$ cat config.mk
export PLATFORM = sky130hd
export DESIGN_NAME = mem_access_seq
export DESIGN_NICKNAME = d
export VERILOG_FILES = /design/src/rtl/mem_access_seq.sv
export SDC_FILE = /design/constraint.sdc
export NUM_CORES = 1
export LEC_CHECK = 0
export CORE_MARGIN = 5
export CORE_UTILIZATION = 30
export DETAILED_ROUTE_END_ITERATION = 16
export GPL_TIMING_DRIVEN = 1
export PLACE_DENSITY = 0.58
export SYNTH_ARGS = -nofsm -noshare
export SYNTH_HDL_FRONTEND = slang
export SYNTH_SLANG_ARGS = --single-unit
$ cat constraint.sdc
create_clock -name clk -period 5.7 [get_ports clk]
set_clock_uncertainty 0.2 [all_clocks]
set_input_delay 0.855 -clock clk [delete_from_list [all_inputs] [get_ports clk]]
set_output_delay 0.855 -clock clk [all_outputs]
set_load 0.005 [all_outputs]
$ cat src/rtl/mem_access_seq.sv
// Request sequencer for the byte-wide MAR/MDR memory: turns byte/word read/write
// requests into the one-cycle-per-step control sequence and drives the shared bus.
module mem_access_seq #(
  parameter int unsigned ADDR_W   = 16,
  parameter bit          SIGN_EXT = 1'b0
) (
  input  logic              clk,
  input  logic              rst,
  input  logic              req_valid,
  output logic              req_ready,
  input  logic              req_write,
  input  logic              req_word,
  input  logic [ADDR_W-1:0] req_addr,
  input  logic [15:0]       req_wdata,
  output logic              rsp_valid,
  output logic [15:0]       rsp_rdata,
  output logic [15:0]       bus_out,
  output logic              bus_drive,
  input  logic [15:0]       mem_data,
  output logic              mar_load,
  output logic              mdr_load_bus,
  output logic              mdr_load_low,
  output logic              mdr_load_high,
  output logic              ram_write
);

  typedef enum logic [3:0] {
    IDLE,
    MAR_LO,
    RD_LO,
    MAR_HI,
    RD_HI,
    CAP,
    MDR_LO,
    WR_LO,
    MDR_HI,
    WR_HI
  } state_t;

  state_t            state;
  state_t            state_nxt;
  logic              lat_write;
  logic              lat_word;
  logic [ADDR_W-1:0] lat_addr;
  logic [15:0]       lat_wdata;

  logic              accept;
  logic [ADDR_W-1:0] base_addr;
  logic [ADDR_W-1:0] addr_hi;
  logic              rsp_nxt;
  logic              mar_nxt;
  logic              mdr_bus_nxt;
  logic              mdr_low_nxt;
  logic              mdr_high_nxt;
  logic              ram_write_nxt;
  logic              drive_nxt;
  logic [15:0]       bus_nxt;
  logic [7:0]        ext;

  assign accept  = (state == IDLE) && req_valid;
  assign addr_hi = lat_addr + ADDR_W'(1);
  assign ext     = {8{SIGN_EXT && mem_data[7]}};

  always_comb begin
    state_nxt = state;
    unique case (state)
      IDLE:    state_nxt = req_valid ? MAR_LO : IDLE;
      MAR_LO:  state_nxt = lat_write ? MDR_LO : RD_LO;
      RD_LO:   state_nxt = lat_word ? MAR_HI : CAP;
      MAR_HI:  state_nxt = lat_write ? MDR_HI : RD_HI;
      RD_HI:   state_nxt = CAP;
      CAP:     state_nxt = IDLE;
      MDR_LO:  state_nxt = WR_LO;
      WR_LO:   state_nxt = lat_word ? MAR_HI : IDLE;
      MDR_HI:  state_nxt = WR_HI;
      WR_HI:   state_nxt = IDLE;
      default: state_nxt = IDLE;
    endcase
  end

  // Outputs are computed for the state being entered so they register together
  // with it; on acceptance the request fields are not yet latched, so the raw
  // request address feeds the first MAR load.
  always_comb begin
    base_addr     = accept ? req_addr : lat_addr;
    mar_nxt       = 1'b0;
    mdr_bus_nxt   = 1'b0;
    mdr_low_nxt   = 1'b0;
    mdr_high_nxt  = 1'b0;
    ram_write_nxt = 1'b0;
    drive_nxt     = 1'b0;
    bus_nxt       = '0;
    unique case (state_nxt)
      MAR_LO: begin
        bus_nxt   = 16'(base_addr);
        drive_nxt = 1'b1;
        mar_nxt   = 1'b1;
      end
      MAR_HI: begin
        bus_nxt   = 16'(addr_hi);
        drive_nxt = 1'b1;
        mar_nxt   = 1'b1;
      end
      RD_LO:  mdr_low_nxt = 1'b1;
      RD_HI:  mdr_high_nxt = 1'b1;
      MDR_LO: begin
        bus_nxt     = {8'h00, lat_wdata[7:0]};
        drive_nxt   = 1'b1;
        mdr_bus_nxt = 1'b1;
      end
      MDR_HI: begin
        bus_nxt     = {8'h00, lat_wdata[15:8]};
        drive_nxt   = 1'b1;
        mdr_bus_nxt = 1'b1;
      end
      WR_LO, WR_HI: ram_write_nxt = 1'b1;
      default: ;
    endcase
    rsp_nxt = (state != IDLE) && (state_nxt == IDLE);
  end

  always_ff @(posedge clk or posedge rst) begin
    if (rst) begin
      state         <= IDLE;
      req_ready     <= 1'b1;
      rsp_valid     <= 1'b0;
      rsp_rdata     <= '0;
      bus_out       <= '0;
      bus_drive     <= 1'b0;
      mar_load      <= 1'b0;
      mdr_load_bus  <= 1'b0;
      mdr_load_low  <= 1'b0;
      mdr_load_high <= 1'b0;
      ram_write     <= 1'b0;
      lat_write     <= 1'b0;
      lat_word      <= 1'b0;
      lat_addr      <= '0;
      lat_wdata     <= '0;
    end else begin
      state         <= state_nxt;
      req_ready     <= (state_nxt == IDLE);
      rsp_valid     <= rsp_nxt;
      bus_out       <= bus_nxt;
      bus_drive     <= drive_nxt;
      mar_load      <= mar_nxt;
      mdr_load_bus  <= mdr_bus_nxt;
      mdr_load_low  <= mdr_low_nxt;
      mdr_load_high <= mdr_high_nxt;
      ram_write     <= ram_write_nxt;
      if (accept) begin
        lat_write <= req_write;
        lat_word  <= req_word;
        lat_addr  <= req_addr;
        lat_wdata <= req_wdata;
      end
      if (state == CAP) begin
        rsp_rdata <= lat_word ? mem_data : {ext, mem_data[7:0]};
      end
    end
  end

endmodule
==> results_dict.tcl <==
set metrics [dict create \
    timing.critical_path.arrival_ns 1.35 \
    synth-edff-count 0 \
    pwr_density_cell_mw_per_mm2 490 \
    routed_via_density 4.63 \
    max_clock_freq_mhz 417 \
    worst_slack_ns 3.30 \
    vdd_drop_max_uv 182 \
    critical_path.max_stage_delay_ns 0.52 \
    worst_pin_slew_ns 0.964 \
    syn2layout_area_growth_pct 36.4 \
    run_status "finished, final reports clean" \
    slowest_stage "dfstp_2" \
    hold_class "reg2reg" \
    fp.coreArea_mm2 0.0109 \
    synth_top_cells_by_area "dfrtp_1, nand2_1, xor2_1, mux2_2, a222oi_1" \
    gr-total-overflow 0 \
    timing.critical_path.buf_inv 1 \
    diodes 0 \
    synth_flop_type "dfrtp_1" \
    hold_buffers 0 \
    critical_path.cell_chain "clkdlybuf4s50_1" \
    final_layout_size_suffix_gt1_share_pct 8.45 \
    post_cts_resize_count 0 \
    postCtsSetupBuffers 0 \
    postLayoutCellArea_mm2 0.00457 \
    cap_viol_max_count 0 \
    postPlaceCellArea_mm2 0.00436 \
    worstSetupEndpointType "primary output" \
    timing.critical_path.depth 1 \
    setup.worst_path.start_class "flop" \
    rsz0062_at_grt "false" \
    floorplan.die.width_um 116 \
    finalSetupViolations 0 \
    htree_num_levels 3 \
    drc_errors 0 \
    cts.root.buffer_cell "clkbuf_8" \
    critPathRequiredTime_ns 4.64 \
    worst_path_dominant_cell_family "flip-flops" \
    min_period_over_period_pct 42.1 \
    worst_hold_path.num_cells 2 \
    timing.reg2reg.worst_path_depth 4 \
    floorplan.rows 38 \
    hpwl_mm 5.66 \
    preCtsSetupSlack_ns 3.05 \
    syn_inst_count 334 \
    share_of_yosys_cell_area_claimed_by_the_top_area_cell_type_pct 57.5 \
    most_instantiated_library_cell_after_synthesis "nand2_1" \
    maxSlewViolCount 0 \
    mappedNetlistNets 388 \
    clk_pin_slew_worst_paths_ns 0.08 \
    synth_area_leader_cell "dfrtp_1" \
    ys_seq_elements 78 \
    grt_usage_pct 12.4 \
    drt_wl_total_mm 8.23 \
    period_needed_ns 2.40 \
    design.die.area_mm2 0.0134 \
    place.port_buffers 92 \
    synth-async-reset-ratio_pct 100 \
    timing_worst_setup_path_type "reg2out" \
    final_net_count 475 \
    static-leakage-power_nw 2.05 \
    totalNegativeSetupSlack_ns 0 \
    first_iter_violations 140 \
    critical_path_peak_fanout 1 \
    cts_tree "yes" \
    first_global_vias 2667 \
    timing.slew.headroom_pct 35.7 \
    antenna_left 0 \
    clock_sinks 78 \
    synth_common_cells "nand2_1, dfrtp_1, o21ai_0, xor2_1, o21ai_1" \
    num-fill-cells 1102 \
    grt_start_max_net_pins 79 \
    inserted_clock_buffers 9 \
    worst_skew_pair_later_pin_latency_ns 0.34 \
    antenna_found_initial 0 \
    yosysUniqueCellTypes 43 \
    synth.avg_cell_area_um2 10.0 \
    floorplan.initialDensity_pct 30.8 \
    clock_tree_buf_depth 2 \
    timing.final.hold_violations 0 \
    floorplan.die.height_um 116 \
    detail_route.wl_per_cell_um 14.5 \
    drt_pass1_iterations 5 \
    synth_warnings 0 \
    grt_pass1_wl_mm 13.0 \
    yosysSeqAreaShare_pct 58.3 \
    hold-worst-slack_ns 0.280 \
    design.portCount 93 \
    gp_routability_congestion 0.719 \
    via_count 2619 \
    synth_area_mm2 0.00335 \
]
## layer usage
layer | part of all wire, % | global-route usage [%] | vias up
li1 | - | - | 1291
met1 | 46 | 16.6 | 1235
met2 | 47 | 20.3 | 83
met3 | 6.4 | 2.30 | 10
met4 | 1.1 | 4.41 | 0
met5 | 0 | 0 | -
## cell usage in the layout, fill, tap and decap left out, types with 3 or more instances in the layout
master           synthesis  final
nor2_1                   7      7
nand2_1                122    122
nand4_1                  3      3
xnor2_1                  3      3
xor2_1                  12     12
clkbuf_8                 0      9
and3_1                   7      7
nand3b_1                 3      3
nand3_1                  8      8
clkdlybuf4s50_1          0     92
mux2_2                   8      8
clkinv_2                 0      3
buf_4                    5      3
o21ai_1                 10     10
o21ai_0                 16     16
a222oi_1                 8      8
dfrtp_1                 77     77
## flip-flops by register name (all words and copies together) (netlist names), 4 cells and up
name / flops
state: 4
rsp_rdata: 16
lat_addr: 16
bus_out: 16
lat_wdata: 16
## path summary, 6_finish.rpt
kind	start	to	slack [ns]
max in group asynchronous	rst	lat_wdata[15]	3.74
min in group asynchronous	rst	rsp_rdata[2]	0.94
worst min register to register	lat_wdata[13]	lat_wdata[13]	0.28
worst max register to register	state[0]	rsp_rdata[7]	3.46
worst max-delay path	req_ready	req_ready	3.30
worst min-delay path	lat_wdata[13]	lat_wdata[13]	0.28
## power by group
| part | switching [W] | internal (W) | total (W) | leakage, nW |
|---|---|---|---|---|
| Clock | 0.000203 | 0.000246 | 0.000450 | 0.106 |
| Sequential | 0.000195 | 0.000786 | 0.000982 | 0.995 |
| Combinational | 0.000378 | 0.000431 | 0.000810 | 0.954 |
## area by class of cell
class                   instances  area, um2  share of cell area (%)
repair buffers                 95        943                    20.6
multi-input cells             233       1270                    27.8
clock buffers                  10        128                    2.79
clock inverters                 6       86.3                    1.89
inverters                       4       16.3                   0.356
well taps                     140        175                    3.83
flip-flops and latches         78       1950                    42.7
## through the flow
stage / utilization [%] / instances / power [W]
after floorplan: - / 334 / 0.00145
after global placement: 40.0 / 550 / 0.00179
after detailed placement: 40.0 / 550 / 0.00182
after CTS: 42.0 / 566 / 0.00228
after global routing: 42.0 / 566 / 0.00241
final: 42.0 / 566 / 0.00224
## tightest hold or removal path, stage by stage, from the launching register on
cell     delay, ns
dfrtp_1       0.35
nand2_1       0.05
nand2_1       0.05
## kinds of logic after synthesis
logic type               share of synthesized area (%)
flip-flops                                        58.3
adder cells (fa/ha/maj)                          0.373
XOR/XNOR                                          3.92
buffers and inverters                             3.81
AO/OA/AOI/OAI                                     9.52
AND/OR/NAND/NOR                                   21.4
multiplexers                                      2.69
Note: power is estimated with default switching activity, not from simulation.
==> edit (config.mk and constraints unchanged) <==
Change the parameter `SIGN_EXT` from 1'b0 to 1'b1.
--- a/src/rtl/mem_access_seq.sv
+++ b/src/rtl/mem_access_seq.sv
@@ -2,7 +2,7 @@
 // requests into the one-cycle-per-step control sequence and drives the shared bus.
 module mem_access_seq #(
   parameter int unsigned ADDR_W   = 16,
-  parameter bit          SIGN_EXT = 1'b0
+  parameter bit          SIGN_EXT = 1'b1
 ) (
   input  logic              clk,
   input  logic              rst,
Behaviour: not the same (a bounded check fails within 10 cycles, from zero or initial values and one cycle with rst high).
==> edit against the unedited design <==
- routed wire length decreased by 1.7%
- worst setup slack got worse by 0.082 ns
- global-route usage up 0.053 points
- critical path depth is 5 higher
- sequential cell count unchanged
- area after synthesis rose by 1.4%
- synthesized cell count rose by 0.60%
- total power increased by 9.9%
- final area is 3.1% higher
==> edit: results (changes against the unedited design) <==
The adder-cell share of the synthesized area came to 0.368% (was 0.373%). The clock slew seen by the registers of the worst setup and hold paths is 0.06 ns (was 0.08 ns). The count of antenna diodes in the layout came out at 0 (unchanged). The parity-gate share of the synthesized area counting xor and xnor cells was 3.61% (was 3.92%). The half-perimeter wire length after detailed placement came out at 5.56 mm (was 5.66 mm). The proportion of layout cells with a drive suffix above 1 came to 8.18% (was 8.45%). The routability congestion estimate came out at 0.760 (was 0.719).

The yosys synthesis warning count came out at 0 (unchanged). Leading cell types by total area after synthesis: sky130_fd_sc_hd__dfrtp_1 (57%), sky130_fd_sc_hd__nand2_1 (12%), sky130_fd_sc_hd__a21oi_1 (2.9%) (was sky130_fd_sc_hd__dfrtp_1 (58%), sky130_fd_sc_hd__nand2_1 (14%), sky130_fd_sc_hd__xor2_1 (3.1%)). The net count of the mapped netlist came out at 390 (was 388).

The slowest stage cell on the critical path was sky130_fd_sc_hd__clkdlybuf4s50_1 (was sky130_fd_sc_hd__dfstp_2). Most frequent cells after synthesis: sky130_fd_sc_hd__nand2_1 (110), sky130_fd_sc_hd__dfrtp_1 (77), sky130_fd_sc_hd__a21oi_1 (20) (was sky130_fd_sc_hd__nand2_1 (122), sky130_fd_sc_hd__dfrtp_1 (77), sky130_fd_sc_hd__o21ai_0 (16)). The number of antenna violations at the first check in global routing is 0 (unchanged). The largest fanout of any net on the critical path is 16 (was 1).

The total routing resource utilization after global routing came out at 12.5% (was 12.4%). The clock latency reported for the late side of the worst-skew pair was 0.32 ns (was 0.34 ns). The number of global-route vias before repair was 2676 (was 2667). The first-pass GRT wire length came out at 13.3 mm (was 13.0 mm). The mean number of vias per cell is 4.58 (was 4.63). The worst supply voltage drop on vdd came out at 179 uV (was 182 uV). The leakage power figure is 0.00210 uW (was 0.00205 uW). The area of placed instances is 4390 um^2 (was 4360 um^2). The synthesized-area fraction occupied by ao, oa, aoi and oai cells is 10.5% (was 9.52%). The category of cells accounting for the largest share of critical-path delay is compound AO/OA/AOI/OAI gates (was flip-flops). The worst path arrival time is 2.51 ns (was 1.35 ns). The DRC marker count from the first detailed-route iteration came to 153 (was 140). The proportion of synthesized area in mux cells was 2.95% (was 2.69%). The pin count of the biggest net entering global routing is 79 (unchanged). The share of synthesized area occupied by flip-flops and latches is 57.5% (was 58.3%).

The relative slew slack came out at 29.3% (was 35.7%). The post-cts resize count was 0 (unchanged). The net count of the finished layout was 477 (was 475). The layout filler cell count came out at 1119 (was 1102). Outcome: finished clean (unchanged). The cell chosen for the clock root was sky130_fd_sc_hd__clkbuf_16 (was sky130_fd_sc_hd__clkbuf_8). The pre-CTS worst setup slack was 2.83 ns (was 3.05 ns).

The average wire length per cell after detail routing came to 14.2 um (was 14.5 um). The number of buffers added on ports came out at 92 (unchanged).
==> edit: cell types whose count changed in the layout (fill, tap and decap cells not counted), moves of 2 or more <==
cell	delta
sky130_fd_sc_hd__clkbuf_8	-7
sky130_fd_sc_hd__clkbuf_16	+9
sky130_fd_sc_hd__and3_1	-3
sky130_fd_sc_hd__o21ai_1	+2
sky130_fd_sc_hd__o21ai_2	-2
sky130_fd_sc_hd__a21oi_1	+19
sky130_fd_sc_hd__o21ai_0	-10
sky130_fd_sc_hd__nor3_1	+2
sky130_fd_sc_hd__nand2_1	-12
sky130_fd_sc_hd__nor2_1	+7
sky130_fd_sc_hd__xor2_1	-2
==> edit: cell type report <==
| class | count | area, um^2 | area share (%) |
|---|---|---|---|
| timing repair buffer | 95 | 943 | 20.0 |
| tap | 140 | 175 | 3.72 |
| inverter | 3 | 12.5 | 0.266 |
| clock buffer | 12 | 256 | 5.44 |
| multi-input combinational | 236 | 1300 | 27.6 |
| sequential | 78 | 1950 | 41.4 |
| clock inverter | 4 | 70.1 | 1.49 |
==> edit: final timing paths <==
check                                             to                       from  slack, ns
hold reg to reg            lat_wdata[14]$_DFFE_PP0P_  lat_wdata[14]$_DFFE_PP0P_       0.27
min in group asynchronous   rsp_rdata[2]$_DFFE_PP0N_                        rst       0.96
setup / recovery                bus_out[9]$_DFF_PP0_                  req_valid       3.22
max in group asynchronous         state[2]$_DFF_PP0_                        rst       3.70
hold / removal             lat_wdata[14]$_DFFE_PP0P_  lat_wdata[14]$_DFFE_PP0P_       0.27
setup reg to reg                bus_out[7]$_DFF_PP0_         state[0]$_DFF_PP0_       3.35
==> edit: tightest hold or removal path, delay by kind of cell (launching register included) <==
family,cells,cell delay (ns)
AND/OR/NAND/NOR,2,0.10
flip-flops,1,0.34
==> edit: routing by layer <==
layer / global-route usage [%] / wire length (um) / share of wire [%] / up-vias
li1: - / - / - / 1303
met1: 16.5 / 3710 / 46 / 1223
met2: 20.1 / 3850 / 48 / 72
met3: 3.01 / 481 / 5.9 / 6
met4: 4.18 / 55 / 0.68 / 0
met5: 0 / 0 / 0 / -
==> edit: logic make-up (layout without fill, tap and decap cells) <==
kind of cell,count (synthesis),after routing
compound gates,54,54
xor+xnor,14,14
fa+ha+maj,1,1
buf+inv,22,114
flops,78,78
mux,9,9
simple gates,158,158
==> edit: per-stage QoR <==
stage | total power [uW] | instances
floorplan | 1520 | 336
finish | 2460 | 568
CTS | 2500 | 568
detailed placement | 1880 | 552
global route | 2660 | 568
global placement | 1850 | 552
==> edit: report_power, final <==
part / switching [uW] / total (uW) / internal (uW)
clock network: 207 / 612 / 406
logic: 383 / 847 / 464
registers: 209 / 1000 / 794
total: 799 / 2460 / 1660
